===== src/rtl/cdc_pkg.sv =====
// Shared types and defaults for the source-side CDC bus transmit controller.
package cdc_pkg;

  typedef enum logic {IDLE, WAIT_ACK} cdc_tx_state_t;

  localparam int CDC_SYNC_STAGES_DEFAULT = 2;
  localparam int CDC_TIMEOUT_DEFAULT     = 1024;

endpackage


===== src/rtl/cdc_bit_sync.sv =====
// Single-bit multi-flop synchronizer, reset to 0. Carries the returned ack toggle.
module cdc_bit_sync
  import cdc_pkg::*;
#(
  parameter int SYNC_STAGES = CDC_SYNC_STAGES_DEFAULT
) (
  input  logic clk,
  input  logic rst,
  input  logic d,
  output logic q
);

  logic [SYNC_STAGES-1:0] sync_q;

  always_ff @(posedge clk) begin
    if (rst) begin
      sync_q <= '0;
    end else begin
      sync_q <= {sync_q[SYNC_STAGES-2:0], d};
    end
  end

  assign q = sync_q[SYNC_STAGES-1];

endmodule


===== src/rtl/cdc_bus_tx_ctrl.sv =====
// Source-side 2-phase toggle handshake for multi-bit words, with a 1-deep pending slot.
// Optional handshake watchdog enabled by defining CDC_TX_TIMEOUT_EN.
module cdc_bus_tx_ctrl
  import cdc_pkg::*;
#(
  parameter int WIDTH          = 32,
  parameter int SYNC_STAGES    = CDC_SYNC_STAGES_DEFAULT,
  parameter int TIMEOUT_CYCLES = CDC_TIMEOUT_DEFAULT
) (
  input  logic             clk,
  input  logic             rst,
  input  logic             in_valid,
  output logic             in_ready,
  input  logic [WIDTH-1:0] in_data,
  output logic [WIDTH-1:0] tx_data,
  output logic             tx_req,
  input  logic             ack_tgl,
  output logic             done,
  output logic             busy,
  output logic             err_timeout,
  input  logic             err_clr
);

  cdc_tx_state_t    state;
  logic             pend_valid;
  logic [WIDTH-1:0] pend_data;
  logic             ack_s;
  logic             match;
  logic             accept;

  cdc_bit_sync #(.SYNC_STAGES(SYNC_STAGES)) u_ack_sync (
    .clk (clk),
    .rst (rst),
    .d   (ack_tgl),
    .q   (ack_s)
  );

  assign match    = (ack_s == tx_req);
  assign in_ready = !pend_valid;
  assign accept   = in_valid && in_ready;
  assign busy     = (state == WAIT_ACK);

  // tx_data and tx_req only ever move together, so the destination never samples a changing bus.
  always_ff @(posedge clk) begin
    if (rst) begin
      state      <= IDLE;
      tx_req     <= 1'b0;
      tx_data    <= '0;
      pend_valid <= 1'b0;
      pend_data  <= '0;
      done       <= 1'b0;
    end else begin
      done <= 1'b0;
      case (state)
        IDLE: begin
          if (accept) begin
            tx_data <= in_data;
            tx_req  <= ~tx_req;
            state   <= WAIT_ACK;
          end
        end
        WAIT_ACK: begin
          if (!match) begin
            if (accept) begin
              pend_data  <= in_data;
              pend_valid <= 1'b1;
            end
          end else begin
            done <= 1'b1;
            if (pend_valid) begin
              tx_data    <= pend_data;
              tx_req     <= ~tx_req;
              pend_valid <= 1'b0;
            end else if (accept) begin
              tx_data <= in_data;
              tx_req  <= ~tx_req;
            end else begin
              state <= IDLE;
            end
          end
        end
        default: state <= IDLE;
      endcase
    end
  end

`ifdef CDC_TX_TIMEOUT_EN
  localparam int TW = $clog2(TIMEOUT_CYCLES + 1);
  localparam logic [TW-1:0] TMO = TW'(TIMEOUT_CYCLES);

  logic [TW-1:0] wd_cnt;
  logic          launch;

  assign launch = (state == IDLE && accept) ||
                  (state == WAIT_ACK && match && (pend_valid || accept));

  // Watchdog only reports; the outstanding toggle is never re-issued.
  always_ff @(posedge clk) begin
    if (rst) begin
      wd_cnt      <= '0;
      err_timeout <= 1'b0;
    end else if (err_clr) begin
      wd_cnt      <= '0;
      err_timeout <= 1'b0;
    end else if (launch) begin
      wd_cnt <= '0;
    end else if (busy && !match && wd_cnt != TMO) begin
      wd_cnt <= wd_cnt + 1'b1;
      if (wd_cnt == TMO - 1'b1) begin
        err_timeout <= 1'b1;
      end
    end
  end
`else
  logic        unused_err_clr;
  logic [31:0] unused_timeout;

  assign unused_err_clr = err_clr;
  assign unused_timeout = TIMEOUT_CYCLES;
  assign err_timeout    = 1'b0;
`endif

endmodule

===== config.mk =====
export PLATFORM = sky130hd
export DESIGN_NAME = cdc_bus_tx_ctrl
export DESIGN_NICKNAME = d
export VERILOG_FILES = /design/src/rtl/cdc_pkg.sv /design/src/rtl/cdc_bit_sync.sv /design/src/rtl/cdc_bus_tx_ctrl.sv
export SDC_FILE = /design/constraint.sdc
export NUM_CORES = 1
export LEC_CHECK = 0
export CORE_MARGIN = 10
export CORE_UTILIZATION = 25
export DETAILED_ROUTE_END_ITERATION = 7
export GPL_ROUTABILITY_DRIVEN = 0
export SLEW_MARGIN = 20
export SYNTH_ARGS = -nofsm -noshare
export SYNTH_HDL_FRONTEND = slang
export SYNTH_SLANG_ARGS = --single-unit
export TNS_END_PERCENT = 5

===== constraint.sdc =====
create_clock -name clk -period 2.1 [get_ports clk]
set_clock_uncertainty 0.1 [all_clocks]
set_input_delay 0.315 -clock clk [delete_from_list [all_inputs] [get_ports clk]]
set_output_delay 0.315 -clock clk [all_outputs]
set_load 0.1 [all_outputs]

==> metrics.yaml <==
grt:
  grt_pass1_wl_mm: 17.0
  grt_max_degree: 43
  grt_usage_pct: 10.6
  antenna_found_initial: 0
  grt_pass1_vias: 3161
  overflow: 0
clock_network:
  clockBufferDepth: 2
  clk-insertion-delay-late_ns: 0.33
  path_clk_slew_ns: 0.05
  cts_max_level: 3
  clock-root-buffer: "clkbuf_16"
  cts_sinks: 70
  cts_buffers: 9
  tritoncts: "yes"
synth:
  synth_area_leaders: "dfxtp_1 (36%), nand2b_1 (26%), mux2i_1 (8.3%)"
  yosys.area.top_type: "dfxtp_1"
  yosysUniqueCellTypes: 25
  synth_top_area_share_pct: 36.3
  synth_area_sq_um: 3860
  syn_inst: 420
  synth.avg_cell_area_sq_um: 9.20
  seq_area_frac_synth_pct: 36.3
  synth-seq-cells: 70
  synth_nets: 457
  ys_warn_count: 0
worst_setup_path:
  crit_family: "buffers and inverters"
  cpMaxStageDelayCell: "buf_4"
  critPathMaxStageDelay_ns: 0.45
  cp_num_buf_inv: 2
  worstReg2RegStart: "pend_valid$_SDFFE_PP0P_"
  crit_start: "busy$_SDFF_PP0_"
  path_class: "flip-flop to output pin"
  crit_arrival_ns: 1.42
  worstReg2RegEnd: "tx_data[4]$_SDFFE_PP0P_"
  critPathMaxFanout: 42
  crit_end: "busy"
  r2r_slack_ns: 0.33
  rr_worst_depth: 3
  critPathRequiredTime_ns: 1.68
  worstPathCellList: "buf_4, buf_12"
  cp-end-kind: "output pin"
  start_kind: "flip-flop"
  critical_path_depth: 2
final_layout:
  syn_to_final_growth_pct: 28.4
  layout_commonest_cell: "nand2b_1"
  drive_gt1_share_pct: 21.1
  layout_common_cells: "nand2b_1 (161), dfxtp_1 (68), buf_4 (47), clkdlybuf4s50_1 (33)"
  finalCoreUtilization_pct: 32.8
  fin_nets: 512
timing:
  fmax_ghz: 0.546
  setup-tns-final_ns: 0
  setup_violations: 0
  slew_headroom_pct: 40.4
  rsz0062_at_grt: "no"
  hold_viol_final: 0
  period_needed_ns: 1.83
  tightest_slew_ns: 0.892
  finalCritPeriodShare_pct: 87.2
  slew_viol_final: 0
flow_run:
  cap_violations: 0
floorplan:
  dieWidth_microns: 144
  dieArea_sq_um: 20800
  core_area_sq_um: 15100
  fp-row-count: 45
  pin_count: 74
  die_h_microns: 144
  start_util_pct: 25.5
routing:
  drt-total-wl_mm: 10.6
  drc: 0
  firstDrtPassIters: 4
  wl_per_cell_microns: 15.8
  vias_per_cell: 4.59
  num_vias: 3064
  ant_nets: 0
  drtIter0Drc: 112
placement:
  numPortBuffers: 71
  hpwlAfterDp_mm: 7.14
power:
  p_leak_nw: 1.72
  power_density_nw_per_um2: 897
  max-vdd-ir-drop_v: 0.000446
worst_hold_path:
  hold_path.class: "flip-flop to flip-flop"
outcome:
  outcome: "finished, final reports clean"
## worst reg2reg max path, delay by kind of cell, from the launching register on
family | cells | cell delay (ns)
simple gates | 1 | 0.75
flops | 1 | 0.41
compound gates | 2 | 0.45
## through the flow
step	hold WS (ns)	area [sq um]	total power [mW]	setup slack [ns]	std cells
after floorplan	0.314	3870	2.64	0.154	420
after global placement	0.335	4670	2.98	0.228	652
after detailed placement	0.340	4670	3.00	0.214	652
after CTS	0.353	4950	4.53	0.185	667
after global routing	0.357	4960	4.66	0.173	667
final	0.343	4960	4.45	0.269	668
## report_power, final
| group | switching (mW) | internal (mW) | total, mW |
|---|---|---|---|
| Sequential | 0.0713 | 1.43 | 1.50 |
| Combinational | 1.02 | 0.433 | 1.45 |
| Clock | 0.547 | 0.947 | 1.49 |
| Total | 1.64 | 2.81 | 4.45 |
## sequential cells by signal, indices dropped and copies added, names as in the netlist
signal	count
pend_data	32
tx_data	32
u_ack_sync.sync_q	2
busy	1
done	1
pend_valid	1
tx_req	1
## per-layer routing
metal | part of all wire, % | vias up | global-route usage (%)
met5 | 0 | - | 0
met4 | 0.80 | 0 | 2.87
met3 | 6.2 | 8 | 4.46
met2 | 49 | 55 | 17.5
met1 | 44 | 1452 | 12.2
li1 | - | 1549 | -
## cells by family after synthesis
group,count (synthesis),share of synthesized area [%]
xor+xnor,1,0.421
simple gates,172,27.8
mux,33,8.58
other cells,1,0.0971
compound gates,101,21.3
buf+inv,42,5.54
flops,70,36.3
## worst min-delay path by stage
stage,start,end,slack [ns],cells after the start
floorplan,u_ack_sync.sync_q[0]$_SDFF_PP0_,u_ack_sync.sync_q[1]$_SDFF_PP0_,0.31,1
global placement,u_ack_sync.sync_q[0]$_SDFF_PP0_,u_ack_sync.sync_q[1]$_SDFF_PP0_,0.33,1
detailed placement,u_ack_sync.sync_q[0]$_SDFF_PP0_,u_ack_sync.sync_q[1]$_SDFF_PP0_,0.34,1
CTS,u_ack_sync.sync_q[0]$_SDFF_PP0_,u_ack_sync.sync_q[1]$_SDFF_PP0_,0.35,1
global route,u_ack_sync.sync_q[0]$_SDFF_PP0_,u_ack_sync.sync_q[1]$_SDFF_PP0_,0.36,1
finish,u_ack_sync.sync_q[0]$_SDFF_PP0_,u_ack_sync.sync_q[1]$_SDFF_PP0_,0.34,1
## synthesized netlist by cell type
cell      instances
conb_1            1
a22oi_1          32
nor2b_1           3
o22ai_1          32
nor3_4            1
or3b_1            1
buf_2             2
buf_6             3
nand2_1           3
nor2_1            3
a21oi_4          10
a21oi_2          20
a211oi_1          1
mux2i_1          32
a221oi_1          1
dfxtp_1          70
buf_12            1
mux2_2            1
nand2b_1        161
a21oi_1           4
clkbuf_1         31
buf_4             4
inv_1             1
a311oi_1          1
xnor2_2           1
## timing repair
action | in CTS | in global routing
endpoints found under the hold margin | 0 | 0
endpoints found under the setup margin | 0 | 1
gates resized for setup | 0 | 1
hold buffers | 0 | 0
buffers inserted | 0 | 0
## area by class of cell
cell class | instances | area, sq um
clock buffer | 14 | 254
clock inverter | 1 | 30.0
multi-input combinational | 308 | 2280
fill | 1548 | 10200
antenna | 1 | 2.50
timing repair buffer | 85 | 753
sequential | 70 | 1400
inverter | 1 | 3.75
tap | 188 | 235
Note: power is estimated with default switching activity, not from simulation.
